**config.mk**
```make
export PLATFORM = sky130hd
export DESIGN_NAME = speed_sample_sequencer
export DESIGN_NICKNAME = d
export VERILOG_FILES = /design/src/rtl/speed_sample_sequencer.sv
export SDC_FILE = /design/constraint.sdc
export NUM_CORES = 1
export LEC_CHECK = 0
export CELL_PAD_IN_SITES_DETAIL_PLACEMENT = 2
export CELL_PAD_IN_SITES_GLOBAL_PLACEMENT = 2
export CORE_MARGIN = 2
export CORE_UTILIZATION = 36
export CTS_BUF_LIST = sky130_fd_sc_hd__clkbuf_8
export CTS_CLUSTER_SIZE = 16
export DETAILED_ROUTE_END_ITERATION = 8
export PLACE_DENSITY = 0.89
export RECOVER_POWER = 50
export SYNTH_ARGS = -nofsm -noshare
export SYNTH_HDL_FRONTEND = slang
export SYNTH_SLANG_ARGS = --single-unit
```
**constraint.sdc**
```tcl
create_clock -name clk -period 4.2 [get_ports clk]
set_input_delay 1.05 -clock clk [delete_from_list [all_inputs] [get_ports clk]]
set_output_delay 1.05 -clock clk [all_outputs]
set_load 0.005 [all_outputs]
```
**src/rtl/speed_sample_sequencer.sv**
```systemverilog
// Periodic odometry sampler: snapshots x/y positions on a fixed tick and publishes
// saturated per-period deltas over valid/ready, flagging ticks dropped while busy.
//
// state   | meaning
// IDLE    | waiting for sample tick; captures (and primes) on tick
// SUB_X   | shared subtractor computes x delta
// SUB_Y   | shared subtractor computes y delta, prev <= cur
// PUBLISH | loads outputs, holds speed_valid until speed_ready
module speed_sample_sequencer #(
  parameter int TICK_CYCLES = 50000,
  parameter int W           = 32
) (
  input  logic                clk,
  input  logic                rst_n,
  input  logic                enable,
  input  logic signed [W-1:0] x_Global,
  input  logic signed [W-1:0] y_Global,
  output logic                sample_tick,
  output logic                speed_valid,
  input  logic                speed_ready,
  output logic signed [W-1:0] current_x_speed,
  output logic signed [W-1:0] current_y_speed,
  output logic                busy,
  output logic                overrun,
  output logic [7:0]          drop_cnt
);

  localparam int CW = $clog2(TICK_CYCLES);
  localparam logic [CW-1:0] CNT_LAST = CW'(TICK_CYCLES - 1);
  localparam logic signed [W-1:0] SAT_MAX = {1'b0, {(W-1){1'b1}}};
  localparam logic signed [W-1:0] SAT_MIN = {1'b1, {(W-1){1'b0}}};

  typedef enum logic [1:0] {IDLE, SUB_X, SUB_Y, PUBLISH} state_t;

  state_t state, state_nxt;
  logic [CW-1:0] cnt;
  logic primed;
  logic signed [W-1:0] cur_x, cur_y, prev_x, prev_y, dx, dy;
  logic signed [W-1:0] sub_a, sub_b, sub_res;
  logic signed [W:0] diff;
  logic capture, load_dx, load_dy, pub_load, pub_done;

  assign sample_tick = enable && (cnt == CNT_LAST);
  assign busy        = (state != IDLE);
  assign overrun     = sample_tick && (state != IDLE);

  // Single subtractor, operands steered by the current axis
  assign sub_a = (state == SUB_Y) ? cur_y  : cur_x;
  assign sub_b = (state == SUB_Y) ? prev_y : prev_x;
  assign diff  = {sub_a[W-1], sub_a} - {sub_b[W-1], sub_b};

  always_comb begin
    sub_res = diff[W-1:0];
    if (diff[W] != diff[W-1])
      sub_res = diff[W] ? SAT_MIN : SAT_MAX;
  end

  always_ff @(posedge clk or negedge rst_n) begin
    if (!rst_n)
      state <= IDLE;
    else
      state <= state_nxt;
  end

  always_comb begin
    state_nxt = state;
    capture   = 1'b0;
    load_dx   = 1'b0;
    load_dy   = 1'b0;
    pub_load  = 1'b0;
    pub_done  = 1'b0;
    case (state)
      IDLE: begin
        if (sample_tick) begin
          capture = 1'b1;
          if (primed)
            state_nxt = SUB_X;
        end
      end
      SUB_X: begin
        load_dx   = 1'b1;
        state_nxt = SUB_Y;
      end
      SUB_Y: begin
        load_dy   = 1'b1;
        state_nxt = PUBLISH;
      end
      PUBLISH: begin
        if (!speed_valid)
          pub_load = 1'b1;
        else if (speed_ready) begin
          pub_done  = 1'b1;
          state_nxt = IDLE;
        end
      end
      default: state_nxt = IDLE;
    endcase
  end

  always_ff @(posedge clk or negedge rst_n) begin
    if (!rst_n)
      cnt <= '0;
    else if (!enable || cnt == CNT_LAST)
      cnt <= '0;
    else
      cnt <= cnt + 1'b1;
  end

  always_ff @(posedge clk or negedge rst_n) begin
    if (!rst_n)
      primed <= 1'b0;
    else if (!enable)
      primed <= 1'b0;
    else if (capture)
      primed <= 1'b1;
  end

  always_ff @(posedge clk or negedge rst_n) begin
    if (!rst_n) begin
      cur_x  <= '0;
      cur_y  <= '0;
      prev_x <= '0;
      prev_y <= '0;
      dx     <= '0;
      dy     <= '0;
    end else begin
      if (capture) begin
        cur_x <= x_Global;
        cur_y <= y_Global;
        if (!primed) begin
          prev_x <= x_Global;
          prev_y <= y_Global;
        end
      end
      if (load_dx)
        dx <= sub_res;
      if (load_dy) begin
        dy     <= sub_res;
        prev_x <= cur_x;
        prev_y <= cur_y;
      end
    end
  end

  always_ff @(posedge clk or negedge rst_n) begin
    if (!rst_n) begin
      speed_valid     <= 1'b0;
      current_x_speed <= '0;
      current_y_speed <= '0;
    end else if (pub_load) begin
      speed_valid     <= 1'b1;
      current_x_speed <= dx;
      current_y_speed <= dy;
    end else if (pub_done) begin
      speed_valid     <= 1'b0;
    end
  end

  always_ff @(posedge clk or negedge rst_n) begin
    if (!rst_n)
      drop_cnt <= '0;
    else if (overrun && drop_cnt != 8'hFF)
      drop_cnt <= drop_cnt + 8'd1;
  end

endmodule

```
# Word-level counts from Yosys, hierarchy flattened
# Cells that the tools add are included.
# W data, S select, Z words.
# totals
regBits	284
in_bits	68
out_inout_bits	76
wordCells	68
# classes
n_addsub	3
eq_ne	12
mux	29
reduce_logical	11
# op_table
operator	n
$mux W32	10
$sub A32 B32 Y33	1
$add A16 B1 Y16 const B	1
$eq A16 B16 Y1 const B	1
$mux W16	1
$mux W1	13
$add A8 B1 Y8 const B	1
$mux W2	4
$ne A2 B2 Y1 const B	4
$ne A8 B8 Y1 const B	1
$pmux W2 S4	1
$reduce_bool A2 Y1	3
$eq A2 B2 Y1 const B	2
$ne A2 B1 Y1 const B	2
$reduce_and A4 Y1	1
$logic_and A1 B1 Y1	3
$eq A2 B1 Y1 const B	1
$logic_not A2 Y1	1
$reduce_and A2 Y1	1
$logic_not A1 Y1	1
$logic_or A1 B1 Y1	1
$ne A1 B1 Y1	1

# Longest topological paths before layout
# depth
depth_word	6
mapped_depth	17

# Worst setup path after synthesis
# OpenSTA, ideal clock, no wires.
# synth_timing
path_type	flip-flop to flip-flop
start	register state[0]
end	register dx[12]
setup_time_ns	0.125
t_arrival_ns	4.356
t_required_ns	4.075
path_slack_ns	-0.281
stages_incl_launch_ff	18
path_buffers	5
period_less_slack_ns	4.481
cell_sequence	dfrtp_1 -> inv_1 -> ha_1 -> clkbuf_1 -> buf_1 -> buf_1 -> mux2i_1 -> ha_1 -> buf_6 -> a21oi_4 -> o21ai_1 -> a2111o_1 -> a311oi_4 -> and4_1 -> a31o_4 -> buf_6 -> a21oi_1 -> mux2_2
# synth_between
elab_chain_len	5
word_cells_on_any_way	9
cone_classes	1 x add/sub; 3 x eq/ne; 5 x mux
# synth_rtl
item	line	text
start, declared	35	state_t state, state_nxt;
start signal, assigned	62	state <= state_nxt;
$eq A2 B2 Y1	48, 49	
$mux W32 (on tied branches)	48, 49	
$sub A32 B32 Y33	50	assign diff = {sub_a[W-1], sub_a} - {sub_b[W-1], sub_b};
$mux W32 or $ne A1 B1 Y1 (tied branches)	55, 54	
$mux W32	54	if (diff[W] != diff[W-1])
end signal, assigned	136	dx <= sub_res;
end, declared	38	logic signed [W-1:0] cur_x, cur_y, prev_x, prev_y, dx, dy;
# Parallel ways exist; a longest one is shown, timed or not.
# A chain may end at the register's enable or synchronous reset.

# Final worst setup path
# layout_timing
start	register state[0]
end	register dy[18]
# layout_between
elab_chain_len	5
word_cells_on_any_way	8
cone_classes	1 x add/sub; 2 x eq/ne; 5 x mux
# layout_rtl
item	line	text
$eq A2 B2 Y1 (*)	48, 49, 72	
$mux W32 (on tied branches)	48, 49	
$sub A32 B32 Y33	50	
$mux W32 or $ne A1 B1 Y1 (tied branches)	55, 54	
$mux W32	54	
end signal, assigned	138	dy <= sub_res;
end, declared	38	
# Every way passes the cells marked *; elsewhere a longest branch is shown, timed or not.

==> flow_summary.json <==
{
  "dp_hpwl_um": 32700,
  "fillers": 3948,
  "timing.final.ws_setup_ns": 0.0858,
  "drc_errors": 0,
  "worst-slew-pin-transition_ns": 2.28,
  "antenna_found_initial": 3,
  "ys.warnings.count": 0,
  "p_int_mw": 4.10,
  "switchingPower_mw": 1.29,
  "cts_sinks": 284,
  "combPwrFrac_pct": 3.0,
  "dpl_worst_slack_ns": -0.288,
  "end_kind": "flip-flop",
  "via_per_inst": 5.46,
  "initial_core_util_pct": 36.7,
  "startpoint_type": "flip-flop",
  "cts_tree": "built",
  "die_y_um": 203,
  "cp_slowest_cell": "or3_1",
  "port_buffers": 143,
  "crit_chain": "inv_4 -> ha_4 -> buf_12 -> mux2_2 -> ha_1 -> nand4_1 -> or3_1 -> a211oi_4 -> o211ai_4 -> and4_1 -> a31o_4 -> a311oi_4 -> o22a_1",
  "synth_top_area_share_pct": 49.8,
  "clk_root_buffer_cell": "clkbuf_8",
  "power_frac_seq_pct": 50.8,
  "clk_latency_ns": 0.63,
  "die_w_um": 203,
  "post-synth-top-area-cell": "dfrtp_1",
  "routed_wl_um": 47500,
  "vdd_drop_max_uv": 186,
  "yosysUniqueCellTypes": 65,
  "first_global_vias": 12500,
  "track_usage_pct": 22.8,
  "yosysMostFrequentCell": "dfrtp_1",
  "area_delta_synth_final_pct": 24.1,
  "critPathMaxFanout": 16,
  "drt_iter0_markers": 584,
  "relSlewSlack_pct": -52.0,
  "fin_crit_sh_pct": 98.0,
  "yosys_most_used_dff": "dfrtp_1",
  "yosysSeqAreaShare_pct": 49.8,
  "synth.avg_cell_area_um2": 11.1,
  "clk_path_buf_depth": 3,
  "first_pass_iters": 5,
  "powerDensity_nw_per_um2": 305,
  "timing.fmax_mhz": 243,
  "cts.htree.levels": 2,
  "p_clk_share_pct": 46.2,
  "critPathRequiredTime_ns": 4.75,
  "criticalPathCategory": "reg -> reg",
  "synthCells": 1284,
  "grt_max_degree": 127,
  "total_power_mw": 5.39,
  "grt_pass1_wl_um": 73200,
  "drive_above_1_share_pct": 22.1,
  "hp-class": "reg -> reg",
  "cts_buffers": 50,
  "setup_violations": 0,
  "ctsHoldBuffers": 0,
  "ios": 144,
  "cap_violations": 2,
  "outcome": "finished, violations left",
  "ys_top_cells_by_area": "dfrtp_1, mux2_2, mux2i_1, ha_1, o21ai_0",
  "synth_edf_count": 0,
  "yosys_register_bits": 284,
  "vias": 11000,
  "swShare_pct": 24.0,
  "core-area_um2": 38900,
  "period_needed_ns": 4.11,
  "violations": "capacitance limit, slew limit",
  "grt-ovfl-total": 0,
  "ys_top_cells_by_count": "dfrtp_1, mux2_2, nand2_1, mux2i_1, o21ai_0",
  "row_count": 72,
  "hold_viol_final": 0,
  "finClkSkew_ns": 0.0221,
  "finalMaxSlewViolations": 124,
  "worstPathArrival_ns": 4.67,
  "worst_path_largest_cell_delay_ns": 0.44,
  "ant_nets": 0,
  "wire_per_inst_um": 23.5,
  "tns_ns": 0,
  "nets": 1573,
  "holdWs_ns": 0.470,
  "clk_pin_slew_worst_paths_ns": 0.06,
  "async_flop_share_pct": 100,
  "synth_nets": 1393,
  "p_leak_nw": 8.20,
  "synth.cell_area_um2": 14300,
  "dieArea_um2": 41200,
  "place_congestion": 0.876
}
[routing by layer]
| metal | up-vias | track usage (%) | wire length, µm |
|---|---|---|---|
| met5 | - | 0 | 9 |
| met4 | 2 | 8.50 | 1280 |
| met3 | 92 | 3.13 | 1660 |
| met2 | 257 | 39.9 | 24200 |
| met1 | 5739 | 28.7 | 20400 |
| li1 | 4946 | - | - |
[metrics by stage]
| step | util [%] | area, µm² | cells |
|---|---|---|---|
| 4_1_cts | 45.1 | 17500 | 2014 |
| 2_1_floorplan | - | 14300 | 1284 |
| 6_report | 45.5 | 17700 | 2020 |
| 3_3_place_gp | 42.5 | 16500 | 1923 |
| 5_1_grt | 45.5 | 17700 | 2020 |
| 3_5_place_dp | 42.5 | 16500 | 1923 |
[final timing paths]
check                      cells past startpoint  endpoint  startpoint  slack, ns
hold reg to reg                                1    cnt[0]      cnt[0]       0.47
hold / removal                                 1    cnt[0]      cnt[0]       0.47
setup / recovery                              13    dy[18]    state[0]       0.09
setup reg to reg                              13    dy[18]    state[0]       0.09
min in group asynchronous                      1  cur_x[7]       rst_n       1.09
max in group asynchronous                      2    dx[16]       rst_n       0.81
[area by class of cell]
type	count	area, µm²	area share, %
Antenna cell	2	5.00	0.0283
Inverter	17	66.3	0.375
Multi-Input combinational cell	914	6990	39.5
Timing Repair Buffer	197	1940	11.0
Tap cell	518	648	3.66
Sequential cell	284	7110	40.1
Clock inverter	28	124	0.700
Clock buffer	60	826	4.66
[registers in the layout (all words and copies together), names as in the netlist]
signal           cells
prev_x              32
cnt                 16
dx                  32
cur_y               32
state                2
current_y_speed     32
dy                  32
primed               1
speed_valid          1
cur_x               32
drop_cnt             8
prev_y              32
current_x_speed     32
[power groups by stage]
stage / sequential (mW) / clock, mW / combinational (mW)
6_report: 2.74 / 2.49 / 0.163
5_1_grt: 2.74 / 2.69 / 0.180
4_1_cts: 2.74 / 2.56 / 0.171
3_5_place_dp: 2.79 / 0 / 0.169
3_3_place_gp: 2.79 / 0 / 0.161
2_1_floorplan: 2.79 / 0 / 0.0205
[what timing repair did]
action                                 CTS  global route
endpoints found under the hold margin    0             0
setup endpoints to repair               47            62
gates cloned                             0             2
gates resized for setup                 10            26
pin swaps                                3             6
setup buffers                            3             2
[cells by family after synthesis]
family	synth area share, %
DFF	49.8
and+or+nand+nor	9.19
buffers and inverters	2.55
adders and majority gates	3.65
AOI/OAI and AO/OA	12.6
xor gates and xnor gates	2.58
muxes	19.7
[cells in the final DEF (no fill, tap or decap), types with 5 or more instances in the layout]
cell               n
clkbuf_8          60
inv_1             36
a21boi_0           5
o211ai_1           5
nand4_1            8
nand3_1           13
nand2_1          122
mux2i_1           97
dfrtp_1          284
o21ai_0           95
clkinv_2           5
a21oi_1           68
ha_1              37
xnor2_1           24
nor2_1            89
nor3_1            12
buf_12             6
nand2b_1           7
nor2b_1            5
o21a_1             7
mux2_2           161
clkdlybuf4s50_1  141
a21o_1            10
and3_1            11
o22a_1            22
buf_4             42
xor2_1            18
[critical path: cells and delay by family (launching register included)]
kind | cells | cell delay, ns
AOI/OAI and AO/OA | 5 | 1.38
and+or+nand+nor | 3 | 0.94
adders and majority gates | 2 | 0.59
muxes | 1 | 0.37
buffers and inverters | 2 | 0.32
DFF | 1 | 0.43
(Power assumes the default switching activity.)
